## config.mk

```make
export PLATFORM = sky130hd
export DESIGN_NAME = fir_acc_mc
export DESIGN_NICKNAME = d
export VERILOG_FILES = /design/src/rtl/fir_acc_mc.sv
export SDC_FILE = /design/constraint.sdc
export NUM_CORES = 1
export LEC_CHECK = 0
export CORE_MARGIN = 10
export CORE_UTILIZATION = 46
export CTS_CLUSTER_SIZE = 14
export DETAILED_ROUTE_END_ITERATION = 8
export GPL_TIMING_DRIVEN = 0
export PLACE_DENSITY = 0.68
export SLEW_MARGIN = 20
export SYNTH_ARGS = -nofsm -noshare
export SYNTH_HDL_FRONTEND = slang
export SYNTH_SLANG_ARGS = --single-unit
```

## constraint.sdc

```tcl
create_clock -name clk_b -period 5.8 [get_ports clk_b]
set_input_delay 1.16 -clock clk_b [delete_from_list [all_inputs] [get_ports clk_b]]
set_output_delay 1.16 -clock clk_b [all_outputs]
set_load 0.01 [all_outputs]
```

## src/rtl/fir_acc_mc.sv

```systemverilog
// Multi-channel FIR accumulator: one saturating signed accumulator per channel.
// On the last tap it commits a rounded, scaled and saturated sample into a
// two-entry output FIFO with a valid/ready handshake. The FIFO head lives in
// dedicated registers so that out_data/out_ch hold their value while the FIFO is empty.
module fir_acc_mc #(
  parameter int IN_W  = 21,
  parameter int ACC_W = 24,
  parameter int OUT_W = 16,
  parameter int SHIFT = 5,
  parameter int N_CH  = 2,
  parameter int CH_W  = (N_CH > 1) ? $clog2(N_CH) : 1
) (
  input  logic                    clk_b,
  input  logic                    rst_n,
  input  logic                    acc_clr,
  input  logic                    acc_en,
  input  logic                    acc_last,
  input  logic [CH_W-1:0]         acc_ch,
  input  logic signed [IN_W-1:0]  acc_din,
  output logic                    out_valid,
  input  logic                    out_ready,
  output logic signed [OUT_W-1:0] out_data,
  output logic [CH_W-1:0]         out_ch,
  output logic                    sat_flag,
  output logic                    drop_flag,
  input  logic                    flag_clr
);

  // Wide enough to hold the rounded accumulator and the output limits with a guard bit.
  localparam int RW = (((ACC_W + 1) > OUT_W) ? (ACC_W + 1) : OUT_W) + 1;

  localparam logic signed [ACC_W-1:0] ACC_MAX = {1'b0, {(ACC_W-1){1'b1}}};
  localparam logic signed [ACC_W-1:0] ACC_MIN = {1'b1, {(ACC_W-1){1'b0}}};
  localparam logic signed [RW-1:0]    OMAX_W  = {{(RW-OUT_W+1){1'b0}}, {(OUT_W-1){1'b1}}};
  localparam logic signed [RW-1:0]    OMIN_W  = {{(RW-OUT_W+1){1'b1}}, {(OUT_W-1){1'b0}}};
  localparam logic signed [OUT_W-1:0] OMAX_O  = {1'b0, {(OUT_W-1){1'b1}}};
  localparam logic signed [OUT_W-1:0] OMIN_O  = {1'b1, {(OUT_W-1){1'b0}}};

  logic signed [ACC_W-1:0] acc_reg [N_CH];

  logic                    ch_ok;
  logic [CH_W-1:0]         rd_idx;
  logic signed [ACC_W-1:0] acc_cur;
  logic signed [ACC_W:0]   sum_wide;
  logic                    acc_ovf;
  logic signed [ACC_W-1:0] sum_sat;
  logic signed [RW-1:0]    r_ext;
  logic signed [RW-1:0]    rnd_ext;
  logic                    out_hi;
  logic                    out_lo;
  logic signed [OUT_W-1:0] res_data;

  logic                    term_ok;
  logic                    commit;
  logic                    pop;
  logic                    drop;
  logic                    sat_set;

  logic [1:0]              cnt_reg, cnt_next;
  logic signed [OUT_W-1:0] head_data_reg, head_data_next;
  logic [CH_W-1:0]         head_ch_reg, head_ch_next;
  logic signed [OUT_W-1:0] tail_data_reg, tail_data_next;
  logic [CH_W-1:0]         tail_ch_reg, tail_ch_next;
  logic                    sat_reg, drop_reg;

  // Out-of-range channels are ignored entirely; clear overrides any accumulate.
  assign ch_ok   = ({1'b0, acc_ch} < (CH_W+1)'(N_CH));
  assign term_ok = acc_en && ch_ok && !acc_clr;
  assign commit  = term_ok && acc_last;
  assign pop     = out_valid && out_ready;

  // Add the new term at one extra bit and clamp back to the accumulator range.
  always_comb begin
    rd_idx   = ch_ok ? acc_ch : '0;
    acc_cur  = acc_reg[rd_idx];
    sum_wide = {acc_cur[ACC_W-1], acc_cur} +
               {{(ACC_W+1-IN_W){acc_din[IN_W-1]}}, acc_din};
    acc_ovf  = sum_wide[ACC_W] ^ sum_wide[ACC_W-1];
    if (acc_ovf)
      sum_sat = sum_wide[ACC_W] ? ACC_MIN : ACC_MAX;
    else
      sum_sat = sum_wide[ACC_W-1:0];
    r_ext = {{(RW-ACC_W){sum_sat[ACC_W-1]}}, sum_sat};
  end

  // Round half up then arithmetic shift; a zero shift passes the value straight through.
  generate
    if (SHIFT > 0) begin : g_round
      localparam logic signed [RW-1:0] RND_K = RW'(1) <<< (SHIFT - 1);
      assign rnd_ext = (r_ext + RND_K) >>> SHIFT;
    end else begin : g_noround
      assign rnd_ext = r_ext;
    end
  endgenerate

  // Clamp the scaled value into the output sample range.
  always_comb begin
    out_hi = (rnd_ext > OMAX_W);
    out_lo = (rnd_ext < OMIN_W);
    if (out_hi)
      res_data = OMAX_O;
    else if (out_lo)
      res_data = OMIN_O;
    else
      res_data = rnd_ext[OUT_W-1:0];
  end

  // One register per channel; a commit restarts that channel from zero.
  generate
    for (genvar gi = 0; gi < N_CH; gi++) begin : g_ch
      always_ff @(posedge clk_b or negedge rst_n) begin
        if (!rst_n)
          acc_reg[gi] <= '0;
        else if (acc_clr)
          acc_reg[gi] <= '0;
        else if (term_ok && (acc_ch == CH_W'(gi)))
          acc_reg[gi] <= acc_last ? '0 : sum_sat;
      end
    end
  endgenerate

  // Two-entry FIFO: head registers drive the outputs, tail holds the second sample.
  always_comb begin
    cnt_next       = cnt_reg;
    head_data_next = head_data_reg;
    head_ch_next   = head_ch_reg;
    tail_data_next = tail_data_reg;
    tail_ch_next   = tail_ch_reg;
    drop           = 1'b0;
    case (cnt_reg)
      2'd0: begin
        if (commit) begin
          head_data_next = res_data;
          head_ch_next   = acc_ch;
          cnt_next       = 2'd1;
        end
      end
      2'd1: begin
        if (pop && commit) begin
          head_data_next = res_data;
          head_ch_next   = acc_ch;
        end else if (pop) begin
          cnt_next = 2'd0;
        end else if (commit) begin
          tail_data_next = res_data;
          tail_ch_next   = acc_ch;
          cnt_next       = 2'd2;
        end
      end
      2'd2: begin
        if (pop) begin
          head_data_next = tail_data_reg;
          head_ch_next   = tail_ch_reg;
          if (commit) begin
            tail_data_next = res_data;
            tail_ch_next   = acc_ch;
          end else begin
            cnt_next = 2'd1;
          end
        end else if (commit) begin
          drop = 1'b1;
        end
      end
      default: cnt_next = 2'd0;
    endcase
  end

  // FIFO state registers.
  always_ff @(posedge clk_b or negedge rst_n) begin
    if (!rst_n) begin
      cnt_reg       <= 2'd0;
      head_data_reg <= '0;
      head_ch_reg   <= '0;
      tail_data_reg <= '0;
      tail_ch_reg   <= '0;
    end else begin
      cnt_reg       <= cnt_next;
      head_data_reg <= head_data_next;
      head_ch_reg   <= head_ch_next;
      tail_data_reg <= tail_data_next;
      tail_ch_reg   <= tail_ch_next;
    end
  end

  assign sat_set = (term_ok && acc_ovf) || (commit && (out_hi || out_lo));

  // Sticky flags; a new event in the same cycle as flag_clr keeps the flag set.
  always_ff @(posedge clk_b or negedge rst_n) begin
    if (!rst_n) begin
      sat_reg  <= 1'b0;
      drop_reg <= 1'b0;
    end else begin
      sat_reg  <= sat_set | (sat_reg & ~flag_clr);
      drop_reg <= drop | (drop_reg & ~flag_clr);
    end
  end

  assign out_valid = (cnt_reg != 2'd0);
  assign out_data  = head_data_reg;
  assign out_ch    = head_ch_reg;
  assign sat_flag  = sat_reg;
  assign drop_flag = drop_reg;

endmodule

```

# After elaboration in Yosys (flattened, before gate mapping)
# Cells that the tools add are included.
# W data, S select, Z words.
[op_classes] addsub=2 mul=0 div_mod_pow=0 n_lt_le_gt_ge=3 n_eq_ne=9 shifts=0 muxes=40 bitwise=8 n_reduce_logical=20
[op_table] op="$mux W24" count=10
[op_table] op="$mux W16" count=9
[op_table] op="$pmux W16 S3" count=1
[op_table] op="$pmux W16 S2" count=1
[op_table] op="$add A24 B21 Y25" count=1
[op_table] op="$add A24 B6 Y25 const B" count=1
[op_table] op="$gt A20 B16 Y1 const B" count=1
[op_table] op="$lt A20 B16 Y1 const B" count=1
[op_table] op="$mux W2" count=6
[op_table] op="$ne A2 B2 Y1 const B" count=6
[op_table] op="$mux W1" count=10
[op_table] op="$logic_and A1 B1 Y1" count=8
[op_table] op="$reduce_and A4 Y1" count=2
[op_table] op="$reduce_bool A2 Y1" count=4
[op_table] op="$pmux W2 S3" count=1
[op_table] op="$reduce_and A5 Y1" count=1
[op_table] op="$ne A3 B3 Y1 const B" count=1
[op_table] op="$pmux W1 S3" count=1
[op_table] op="$reduce_bool A3 Y1" count=1
[op_table] op="$and A1 B1 Y1" count=2
[op_table] op="$eq A2 B1 Y1 const B" count=1
[op_table] op="$eq A2 B2 Y1 const B" count=1
[op_table] op="$ge A2 B2 Y1 const B" count=1
[op_table] op="$logic_not A2 Y1" count=1
[op_table] op="7 further kinds" count=10
[totals] register_bits=86 latch_bits=0 ramBits=0 romBits=0 inputBits=29 output_inout_bits=20 word_cells=91 mem_count=0

# Logic depth before layout (Yosys ltp)
# Gate-level depths: netlist of run 1.
[depth] depth_word=15 depth_mapped=31 depth_no_buf=23

# Worst setup path after synthesis of run 1
# OpenSTA, ideal clock, no wires.
[synth_path] path_type="input to register" start="in acc_ch" end="reg tail_data_reg[12]" setup_ns=0.096 arrival_time_ns=7.152 required_ns=5.704 path_slack_ns=-1.448 stages=31 n_path_buf=8 path_cell_list="clkbuf_1 > buf_1 > mux2_2 > ha_1 > buf_2 > and4_1 > and2_1 > a221oi_2 > o41a_1 > o21ai_1 > a21oi_1 > o21bai_1 > xnor2_1 > ha_1 > buf_6 > buf_6 > buf_6 > buf_6 > nor3_1 > a21oi_1 > inv_1 > ha_1 > nand3_1 > a211oi_1 > and3_1 > nand2_1 > xnor2_1 > o31ai_4 > nor3_4 > buf_6 > a311oi_2"
[synth_via] elab_chain_cells=15 word_cells_on_any_way=18 cone_classes="add/sub: 2; order compare: 2; mux: 12; bitwise: 2"
[synth_rtl] element="from (decl)" line_no="18" text="input logic [CH_W-1:0] acc_ch,"
[synth_rtl] element="$not A1 Y2 (not written as such) (*)" line_no="75" text="acc_cur = acc_reg[rd_idx];"
[synth_rtl] element="$mux W24 (not written as such) (*) (3 in a row)" line_no="75"
[synth_rtl] element="$add A24 B21 Y25 (*)" line_no="76" text="sum_wide = {acc_cur[ACC_W-1], acc_cur} +"
[synth_rtl] element="$mux W24 or $xor A1 B1 Y1 (tied branches)" line_no="80, 78"
[synth_rtl] element="$mux W24 (*)" line_no="79" text="if (acc_ovf)"
[synth_rtl] element="$add A24 B6 Y25 (*)" line_no="90" text="assign rnd_ext = (r_ext + RND_K) >>> SHIFT;"
[synth_rtl] element="$lt A20 B16 Y1" line_no="99" text="out_lo = (rnd_ext < OMIN_W);"
[synth_rtl] element="$mux W16" line_no="102" text="else if (out_lo)"
[synth_rtl] element="$mux W16 (*)" line_no="100" text="if (out_hi)"
[synth_rtl] element="$mux W16 (*)" line_no="144, 154"
[synth_rtl] element="$mux W16" line_no="142" text="end else if (pop) begin"
[synth_rtl] element="$mux W16" line_no="139" text="if (pop && commit) begin"
[synth_rtl] element="$pmux W16 S2 (*)" line_no="130" text="case (cnt_reg)"
[synth_rtl] element="to (signal assigned)" line_no="180" text="tail_data_reg <= tail_data_next;"
[synth_rtl] element="to (decl)" line_no="62" text="logic signed [OUT_W-1:0] tail_data_reg, tail_data_next;"
# Every way passes the cells marked *; elsewhere a longest branch is shown, timed or not. The select of a mux whose other input is x is not followed.
# A chain may end at the register's enable or synchronous reset.

# Worst setup path after layout of run 1
[layout_path] start="in acc_ch" end="reg tail_data_reg[7]"
# The elaborated chain is that of the path after synthesis.

==> results.md, run 1 <==
* Smallest hold slack at 478 ps
* Chip width at roughly 140 µm
* Post-layout min period at 6050 ps
* Violated checks: negative setup slack
* Total chip power at 4.37 mW
* Layout cells sized above 1 at 0.264
* Multi-input logic area at 4250 µm²
* R2R Path End: tail_data_reg[7]
* Syn_nets at 745
* Worst R2R Start: acc_reg[25]
* Maxcap violations at 0
* CP endpoint kind: flip-flop
* Drt initial violations at 491
* Relative slew slack at 0.390
* Yosys top cell by area: dfrtp_1
* R2r setup slk at between 400 and 500 ps
* # diodes at 0
* Root Driver: clkbuf_16
* Critical path's largest stage delay at 350 ps
* Cells after Synth at 689
* Initial antenna violation count at 0
* Largest net degree at the start of global routing at 50
* Final worst-path cycle share at 1.04
* Worst setup path end: tail_data_reg[7]
* Netlist cell types at 80
* Setup TNS at -6280 ps
* Mean post-synth cell area at 8.90 µm²
* Final HPWL from detailed placement at 13.6 mm
* Crit path arrival time at 6300 ps
* Maximum clock rate at around 170 MHz
* Synth async-reset ratio at 1.00
* Fin util at 0.622
* Post-route ant nets at 0
* Post-synth EDFFs at 0
* Yosys warns at 0
* Share of Yosys cell area claimed by the top area cell type at 0.351
* Filler cells at 1112
* # hold bufs at CTS at 0
* Count of pins over their slew limit at 0
* Clock sink total at 86
* Data required, critical path at between 6000 and 7000 ps
* GRT met3 Usage at 0.0289
* RSZ-0062 raised after global routing: yes
* Detailed-route via count at 5767
* Sequential cell area at 2150 µm²
* Met2 Track Usage GR at 0.359
* Worst Reg2Reg Path Length in Cells at 28
* Critical path class: input pin to flip-flop
* GRT overflow at 0
* Post-Route WL at 19.3 mm
* Worst VDD drop at 0.213 mV
* Clock Path Buffers at 2
* CP most frequent cell: buf_8
* Worst Tran Pin Value at 908 ps
* Synth top area cells: dfrtp_1 35%, nand2_1 6.4%, o21ai_0 5.8%, ha_1 5.3%, mux2_2 5.0%
* Vias/cell at just under 6
* DR WL/cell at 19.8 µm
* H-Tree Depth at 3
* Port Buffers at 47
* Worst slack, placed at -1530 ps
* Status: finished, violations left
* Die height at 135 µm
* Full die area at roughly 18000 µm²
* Placed inst area at between 7000 and 8000 µm²
* I/O pins at 49
* Sequential area share after synthesis at 0.351
* Met1 usage at 0.258
* Worst setup SP type: input pin
* First-pass GRT wire length at 30.5 mm
* Final setup vio count at 31
* Core box area at about 13000 µm²
* Initial Utilization at 0.467
* Drt pass-1 iters at 5
* Lkg Pwr at 3.39 nW
* Max reg flops at 48
* Row count at 42
* Critical path origin: acc_ch
* Final nets at 846
* Fin cells at 971
* Hold/Removal Path Class: flip-flop to flip-flop
* Most used routing layer: met2
* Final Worst Setup Slack at -247 ps
* Clock Pin Slew Worst Setup and Hold Paths at 60 ps
* #FFs+latches synth at between 80 and 90
* Clock Skew at between 5 and 6 ps
* Clock latency on the worst-skew pair at ~350 ps
* Crit Path Max Fanout at 7
* Crit-path slowest cell: o41a_1
* CTS tree: built
* Num CTS Buffers at 9
* Fin area at 8170 µm²
* DRC viols at 0
* Endpoints failing hold at 0
* Final GP Congestion at about 0.9
* PwrDens at 535 nW/µm²
* Vias in the first global route at 5875
* GRT Util Overall at 0.208
* Primary FF master, synth: dfrtp_1
* Dpl cells at 913
* Synth Cell Area at between 6000 and 7000 µm²
* Area growth, synth to finish at 33.2%
[layout by cell type (no fill, tap or decap), types with 10 or more instances in the layout]
cell type,count
a311oi_2,15
clkbuf_16,10
ha_4,10
a21oi_1,36
clkbuf_1,17
a21oi_2,14
clkdlybuf4s50_1,45
dfrtp_1,86
mux2_2,21
inv_1,16
ha_1,11
nand2b_1,10
xnor2_1,18
nand2_1,101
buf_4,33
o21ai_0,68
buf_6,13
nor2_1,48
[metal layers]
metal  routed length (µm)  share of wire  vias up
met2                 9570           0.50      180
met4                  525          0.027        0
met5                    0              0        -
li1                     -              -     2721
met3                  839          0.044       42
met1                 8320           0.43     2824
[worst max-delay path: cells and delay by family]
kind	cells	cell delay, ps
adder cells (fa/ha/maj)	3	740
XOR/XNOR	2	290
buffers and inverters	8	1060
AO/OA/AOI/OAI	9	1650
AND/OR/NAND/NOR	7	1030
multiplexers	1	320
[layout make-up]
| type | count | share of cell area |
|---|---|---|
| Buffer | 30 | 0.0305 |
| Clock buffer | 13 | 0.0306 |
| Clock inverter | 3 | 0.00536 |
| Inverter | 18 | 0.00827 |
| Multi-Input combinational cell | 551 | 0.520 |
| Sequential cell | 86 | 0.263 |
| Tap cell | 176 | 0.0270 |
| Timing Repair Buffer | 94 | 0.115 |
[how the worst min path moves through the flow]
| stage | startpoint | end | depth (start not counted) |
|---|---|---|---|
| floorplan | acc_reg[22] | acc_reg[22] | 2 |
| global placement | acc_reg[33] | acc_reg[33] | 2 |
| detailed placement | acc_reg[45] | acc_reg[45] | 2 |
| CTS | acc_reg[45] | acc_reg[45] | 2 |
| global route | acc_reg[22] | acc_reg[22] | 2 |
| finish | acc_reg[26] | acc_reg[26] | 2 |
[cells in the mapped netlist, types with 3 or more instances]
cell,instances
nor3_1,10
o31ai_1,6
o221ai_1,3
ha_1,26
o22ai_1,4
a311oi_1,9
a21oi_1,51
mux2i_1,8
and3_1,8
a21o_1,3
inv_1,18
nand4_1,6
a31oi_1,9
a311oi_2,8
o21ai_4,4
nand2b_1,11
dlygate4sd3_1,3
xnor2_1,19
o21bai_1,3
a211oi_1,6
nand3_1,5
xor2_1,7
dfrtp_1,86
a21boi_0,5
clkbuf_1,17
nor2_2,3
a211oi_2,4
o211ai_1,4
a22o_1,7
o21ai_0,71
or3_1,9
and2_1,8
nor2_1,52
nand2_1,105
buf_2,3
buf_6,5
mux2_2,27
nor2b_1,3
[kinds of logic after synthesis]
kind of cell,Yosys count,share of synthesized area
xor+xnor,26,0.0371
flops,86,0.351
simple gates,236,0.183
compound gates,226,0.264
fa+ha+maj,27,0.0563
mux,35,0.0626
buf+inv,53,0.0461
[where the power goes]
part           switching (mW)  internal, mW  total (mW)
Sequential              0.105         0.796       0.901
Clock                   0.246         0.346       0.593
Combinational            1.64          1.24        2.88
Total                    1.99          2.39        4.37
[what timing repair did]
item	CTS	global route
gates resized for setup	64	45
gates cloned	5	1
setup buffers	37	8
endpoints found under the setup margin	53	53
pin swaps	39	37
Note: power is estimated with default switching activity, not from simulation.
==> run 2: changes to the inputs <==
--- a/config.mk
+++ b/config.mk
@@ -10,7 +10,7 @@
 export CTS_CLUSTER_SIZE = 14
 export DETAILED_ROUTE_END_ITERATION = 8
 export GPL_TIMING_DRIVEN = 0
-export PLACE_DENSITY = 0.68
+export PLACE_DENSITY = 0.65
 export SLEW_MARGIN = 20
 export SYNTH_ARGS = -nofsm -noshare
 export SYNTH_HDL_FRONTEND = slang
==> constraint.sdc (replaced) <==
create_clock -name clk_b -period 6.7 [get_ports clk_b]
set_input_delay 1.34 -clock clk_b [delete_from_list [all_inputs] [get_ports clk_b]]
set_output_delay 1.34 -clock clk_b [all_outputs]
set_load 0.01 [all_outputs]
==> run 2 against run 1 <==
The flow now finishes without violations. Setup slack improved by 460 ps. Combinational power decreased by 20%. Total power decreased by 19%. Largest power group unchanged.
==> results.md, run 2 (synthesis results as in run 1) <==
* Clock Skew at 9.51 ps (+4.27 ps)
* Data required, critical path at 6950 ps (+900 ps)
* GRT Util Overall at 0.199 (-0.00939)
* Vias in the first global route at 5639 (-4.0%)
* Relative slew slack at 0.281 (-0.108)
* Dpl cells at 913 (unchanged)
* Initial antenna violation count at 0 (unchanged)
* Root Driver: clkbuf_16
* Post-route ant nets at 0 (unchanged)
* CP endpoint kind: flip-flop
* Critical path's largest stage delay at 370 ps (+20 ps)
* Crit-path slowest cell: o41a_1
* Min-Delay Startpoint: acc_reg[9]
* Worst Hold Path Cells at 2 (unchanged)
* Endpoints failing hold at 0 (unchanged)
* Total chip power at 3.54 mW (-19%)
* Maxcap violations at 0 (unchanged)
* Clock Path Buffers at 2 (unchanged)
* Final worst-path cycle share at 0.968
* Worst hold endpoint: acc_reg[9]
* Full die area at 18300 µm² (unchanged)
* Vias/cell at 5.96 (+0.41%)
* # diodes at 0 (unchanged)
* Hold/Removal Path Class: flip-flop to flip-flop
* Detailed-route via count at 5743 (-0.42%)
* Worst R2R Start: acc_reg[2]
* Crit Path Max Fanout at 27 (+20)
* Worst VDD drop at 0.188 mV (-12%)
* Placed inst area at 6940 µm² (-1.9%)
* Final GP Congestion at 0.929 (+3.9%)
* Fin area at 7870 µm² (-3.7%)
* Initial Utilization at 0.467 (unchanged)
* First-pass GRT wire length at 29.4 mm (-3.8%)
* Die height at 135 µm (unchanged)
* Worst setup SP type: input pin
* Fin cells at 963 (-0.82%)
* Largest net degree at the start of global routing at 52 (+4.0%)
* Smallest hold slack at 477 ps (-1.24 ps)
* DRC viols at 0 (unchanged)
* R2r setup slk at 1110 ps (+650 ps)
* CTS tree: built
* Fin util at 0.599 (-0.0231)
* Maximum clock rate at around 150 MHz
* Core box area at 13100 µm² (unchanged)
* Clock latency on the worst-skew pair at 350 ps (about the same)
* H-Tree Depth at 3 (unchanged)
* # hold bufs at CTS at 0 (unchanged)
* R2R Path End: tail_data_reg[3]
* Final nets at 840 (-0.71%)
* Clock Pin Slew Worst Setup and Hold Paths at 60 ps (about the same)
* Num CTS Buffers at 9 (unchanged)
* Final Worst Setup Slack at 214 ps (+461 ps)
* Post-layout min period at 6490 ps
* Area growth, synth to finish at 28.3%
* Chip width at 135 µm (unchanged)
* Max reg flops at 48 (unchanged)
* RSZ-0062 raised after global routing: no
* Lkg Pwr at 3.32 nW (-2.0%)
* Final setup vio count at 0 (-100%)
* PwrDens at 451 nW/µm² (-16%)
* Final HPWL from detailed placement at 13.5 mm (-1.1%)
* I/O pins at 49 (unchanged)
* Row count at 42 (unchanged)
* Layout cells sized above 1 at 0.227 (-0.0367)
* Critical path class: input pin to flip-flop
* Worst slack, placed at -1070 ps (+464 ps)
* Drt pass-1 iters at 7 (+2)
* Drt initial violations at 565 (+15%)
* Worst Tran Pin Value at 1070 ps (+161 ps)
* Most frequent cells in the layout: 103 x nand2_1, 86 x dfrtp_1, 70 x o21ai_0, 50 x nor2_1, 46 x clkdlybuf4s50_1
* Setup TNS at 0 ps (+6280 ps)
* Most common cell after layout, fill and taps aside: nand2_1
* Post-Route WL at 18.2 mm (-5.3%)
* Status: completed
* Worst Reg2Reg Path Length in Cells at 27 (-3.6%)
* Clock sink total at 86 (unchanged)
* Count of pins over their slew limit at 0 (unchanged)
* Port Buffers at 47 (unchanged)
* Crit path arrival time at 6730 ps (+430 ps)
* DR WL/cell at 18.9 µm (-4.5%)
* GRT overflow at 0 (unchanged)
[run 2: changes by cell type in the layout (fill, tap and decap cells not counted), sizes merged]
cell and change:
dlymetal6s2s -1, bufinv -1, clkbuf -5, buf -4
bufbuf +1, clkinvlp +1, nor2 -1, clkdlybuf4s50 +1
clkinv +1
[run 2: timing repair]
action                                  in CTS  in global routing
gates resized for setup                     35                 40
cloned                                       2                  0
pin swaps                                   17                 22
setup buffers                               17                 19
endpoints found under the setup margin      31                 31
[run 2: worst max path at each step]
stage           start  cells after the start  slack (ps)                 to
2_1_floorplan  acc_ch                     31           2  tail_data_reg[12]
3_3_place_gp   acc_ch                     30        -960           sat_flag
3_5_place_dp   acc_ch                     31       -1070       out_data[10]
4_1_cts        acc_ch                     30         -30   tail_data_reg[2]
5_1_grt        acc_ch                     26          20  tail_data_reg[12]
6_report       acc_ch                     29         210   tail_data_reg[3]
[run 2: cell type report]
type	count	area, µm²
fill	1135	5270
multi-input combinational	550	4060
sequential	86	2150
timing repair buffer	86	850
buffer	33	258
clock buffer	10	229
tap	176	220
inverter	18	67.6
clock inverter	4	26.3
[run 2: routing by layer]
metal / global-route usage / vias up / part of all wire
met5: 0 / - / 0
met4: 0.0915 / 0 / 0.023
met3: 0.0245 / 29 / 0.049
met2: 0.323 / 177 / 0.48
met1: 0.257 / 2824 / 0.45
li1: - / 2713 / -
[run 2: worst max-delay path: cells and delay by family]
family / cells / cell delay [ps]
mux: 2 / 530
simple gates: 7 / 1160
xor+xnor: 1 / 140
buf+inv: 7 / 1130
compound gates: 9 / 1690
fa+ha+maj: 3 / 690
[run 2: power by group]
group	switching, mW	leakage [nW]	internal [mW]
registers	0.0874	1.12	0.689
logic	1.31	2.08	0.990
clock network	0.219	0.124	0.247
total	1.62	3.32	1.93
==> run 3: changes to the inputs <==
--- a/config.mk
+++ b/config.mk
@@ -5,11 +5,11 @@
 export SDC_FILE = /design/constraint.sdc
 export NUM_CORES = 1
 export LEC_CHECK = 0
+export ABC_AREA = 1
 export CORE_MARGIN = 10
 export CORE_UTILIZATION = 46
 export CTS_CLUSTER_SIZE = 14
 export DETAILED_ROUTE_END_ITERATION = 8
-export GPL_TIMING_DRIVEN = 0
 export PLACE_DENSITY = 0.65
 export SLEW_MARGIN = 20
 export SYNTH_ARGS = -nofsm -noshare
==> run 3 against run 2 <==
Fmax grew 4.8%. Final cell count grew 27%. Global-route usage shrank 2.3 points. Critical endpoint is now tail_data_reg[6]. Largest cell class unchanged. Largest power group unchanged.
==> results.md, run 3 <==
* Status: completed
* Worst slack, placed at 185 ps (+1250 ps)
* GRT overflow at 0 (unchanged)
* Post-Route WL at 17.1 mm (-6.2%)
* Clock latency on the worst-skew pair at 350 ps (about the same)
* Top cells by count, synth: 403 x nand2_1, 121 x inv_1, 86 x dfrtp_1
* Synth async-reset ratio at 1.00 (unchanged)
* Post-layout min period at 6190 ps (-296 ps)
* Core box area at 13800 µm² (+5.2%)
* Full die area at 19100 µm² (+4.4%)
* Clock Pin Slew Worst Setup and Hold Paths at 60 ps (about the same)
* Worst Tran Pin Value at 1090 ps (+19.1 ps)
* Yosys top cell by area: dfrtp_1
* I/O pins at 49 (unchanged)
* Max reg flops at 48 (unchanged)
* GRT Util Overall at 0.175 (-0.0235)
* Clock Skew at 6.89 ps (-2.62 ps)
* Hold/Removal Path Class: flip-flop to flip-flop
* Final nets at 1092 (+30%)
* Netlist cell types at 39 (-51%)
* Initial antenna violation count at 0 (unchanged)
* Synth top area cells: dfrtp_1 33%, nand2_1 23%, inv_1 7.0%, ha_1 5.0%, nand3_1 5.0%
* Final HPWL from detailed placement at 13.1 mm (-2.9%)
* Synth Cell Area at 6450 µm² (+5.1%)
* Final setup vio count at 0 (unchanged)
* Sequential area share after synthesis at 0.334 (-0.0171)
* Die height at 138 µm (+2.2%)
* Most frequent cells in the layout: 403 x nand2_1, 121 x inv_1, 86 x dfrtp_1, 64 x nand3_1
* Multi-input logic area at 3650 µm² (-10%)
* Clock sink total at 86 (unchanged)
* Lkg Pwr at 3.89 nW (+17%)
* Drt initial violations at 428 (-24%)
* Relative slew slack at 0.270 (-0.0117)
* DR WL/cell at 14.0 µm (-26%)
* Largest net degree at the start of global routing at 81 (+56%)
* Chip width at 138 µm (+2.2%)
* Area growth, synth to finish at 14.2%
* Share of Yosys cell area claimed by the top area cell type at 0.334 (-0.0171)
* # hold bufs at CTS at 0 (unchanged)
* Filler cells at 1404 (+24%)
* Vias in the first global route at 5833 (+3.4%)
* Root Driver: clkbuf_16
* # diodes at 0 (unchanged)
* First-pass GRT wire length at 28.4 mm (-3.4%)
* Yosys warns at 0 (unchanged)
* RSZ-0062 raised after global routing: no
* Row count at 43 (+2.4%)
* Final Worst Setup Slack at 510 ps (+296 ps)
* Top-count cell post-synth: nand2_1
* CTS resizes at 0 (-100%)
* Post-CTS Setup Bufs at 0 (-17)
* Worst VDD drop at 0.265 mV (+41%)
* H-Tree Depth at 3 (unchanged)
* Setup TNS at 0 ps (unchanged)
* Post-synth EDFFs at 0 (unchanged)
* Worst setup SP type: input pin
* Endpoints failing hold at 0 (unchanged)
* Sequential cell area at 2150 µm² (unchanged)
* Initial Utilization at 0.466 (-0.000560)
* Maxcap violations at 0 (unchanged)
* CP endpoint kind: flip-flop
* Post-route ant nets at 0 (unchanged)
* Clock Path Buffers at 2 (unchanged)
* Cells after Synth at 1004 (+46%)
* DRC viols at 0 (unchanged)
* Critical path class: input pin to flip-flop
* Crit Path Max Fanout at 38 (+41%)
* PwrDens at 555 nW/µm² (+23%)
* Syn_nets at 1060 (+42%)
* Vias/cell at 5.08 (-15%)
* Detailed-route via count at 6206 (+8.1%)
* Mean post-synth cell area at 6.42 µm² (-28%)
* #FFs+latches synth at 86 (unchanged)
* Crit-path slowest cell: clkdlybuf4s50_1
* Data required, critical path at 6900 ps (-50 ps)
* Primary FF master, synth: dfrtp_1
* Layout cells sized above 1 at 0.0615 (-0.166)
* CTS tree: built
* Final worst-path cycle share at 0.924 (-0.0441)
* Drt pass-1 iters at 8 (+1)
* Count of pins over their slew limit at 0 (unchanged)
* Final GP Congestion at 0.932 (+0.36%)
* Port Buffers at 48 (+2.1%)
* Num CTS Buffers at 9 (unchanged)
* CP most frequent cell: nand2_1
* Most common cell after layout, fill and taps aside: nand2_1
* Maximum clock rate at 162 MHz (+4.8%)
* Crit path arrival time at 6390 ps (-340 ps)
* Critical path's largest stage delay at 520 ps (+150 ps)
[run 3: cell count changes after synthesis, sizes merged, moves of 13 or more]
cell    before  now
nand2      105  421
nor2        55   68
inv         18  123
a311oi      17    0
nand3        5   66
mux2        27    0
[run 3: layout make-up]
type,instances,share of cell area
clock buffer,12,0.0362
tap,180,0.0306
timing repair buffer,55,0.0743
multi-input combinational,760,0.496
sequential,86,0.292
clock inverter,4,0.00731
inverter,124,0.0632
[run 3: logic make-up after synthesis]
| kind of cell | Yosys count | share of synthesized area |
|---|---|---|
| buf+inv | 158 | 0.100 |
| compound gates | 120 | 0.0974 |
| flops | 86 | 0.334 |
| xor+xnor | 22 | 0.0299 |
| fa+ha+maj | 27 | 0.0536 |
| simple gates | 591 | 0.385 |
[run 3: critical path, delay by kind of cell]
kind	cells	cell delay (ps)
AOI/OAI and AO/OA	2	210
adders and majority gates	4	1220
buffers and inverters	6	1250
and+or+nand+nor	17	2320
[run 3: per-stage QoR]
stage	utilization	hold slack, ps	cells	cell area [µm²]	power [mW]
4_1_cts	0.532	482	1221	7360	4.09
2_1_floorplan	-	448	1004	6450	2.91
3_5_place_dp	0.509	466	1205	7040	3.55
6_report	0.532	478	1221	7360	4.09
3_3_place_gp	0.509	463	1205	7040	3.54
5_1_grt	0.532	498	1221	7360	4.50
[run 3: worst paths after layout]
| path | from | to | slack, ps | cells after the start |
|---|---|---|---|---|
| hold / removal | out_data[11] | out_data[11] | 480 | 2 |
| max in group asynchronous | rst_n | acc_reg[23] | 4970 | 2 |
| hold reg to reg | out_data[11] | out_data[11] | 480 | 2 |
| min in group asynchronous | rst_n | acc_reg[8] | 790 | 1 |
| setup reg to reg | acc_reg[0] | tail_data_reg[6] | 1860 | 28 |
| setup / recovery | acc_ch | tail_data_reg[6] | 510 | 29 |
[run 3: metal layers]
metal / vias up / GRT usage / part of all wire / routed length [µm]
met4: 0 / 0.0455 / 0.014 / 238
met3: 18 / 0.0298 / 0.041 / 701
met2: 127 / 0.282 / 0.46 / 7940
met5: - / 0 / 0 / 0
met1: 2857 / 0.236 / 0.48 / 8210
li1: 3204 / - / - / -
[run 3: power by group]
group	total, mW	internal, mW	switching, mW
Combinational	2.72	0.937	1.78
Clock	0.527	0.320	0.208
Sequential	0.840	0.740	0.100
Total	4.09	2.00	2.09
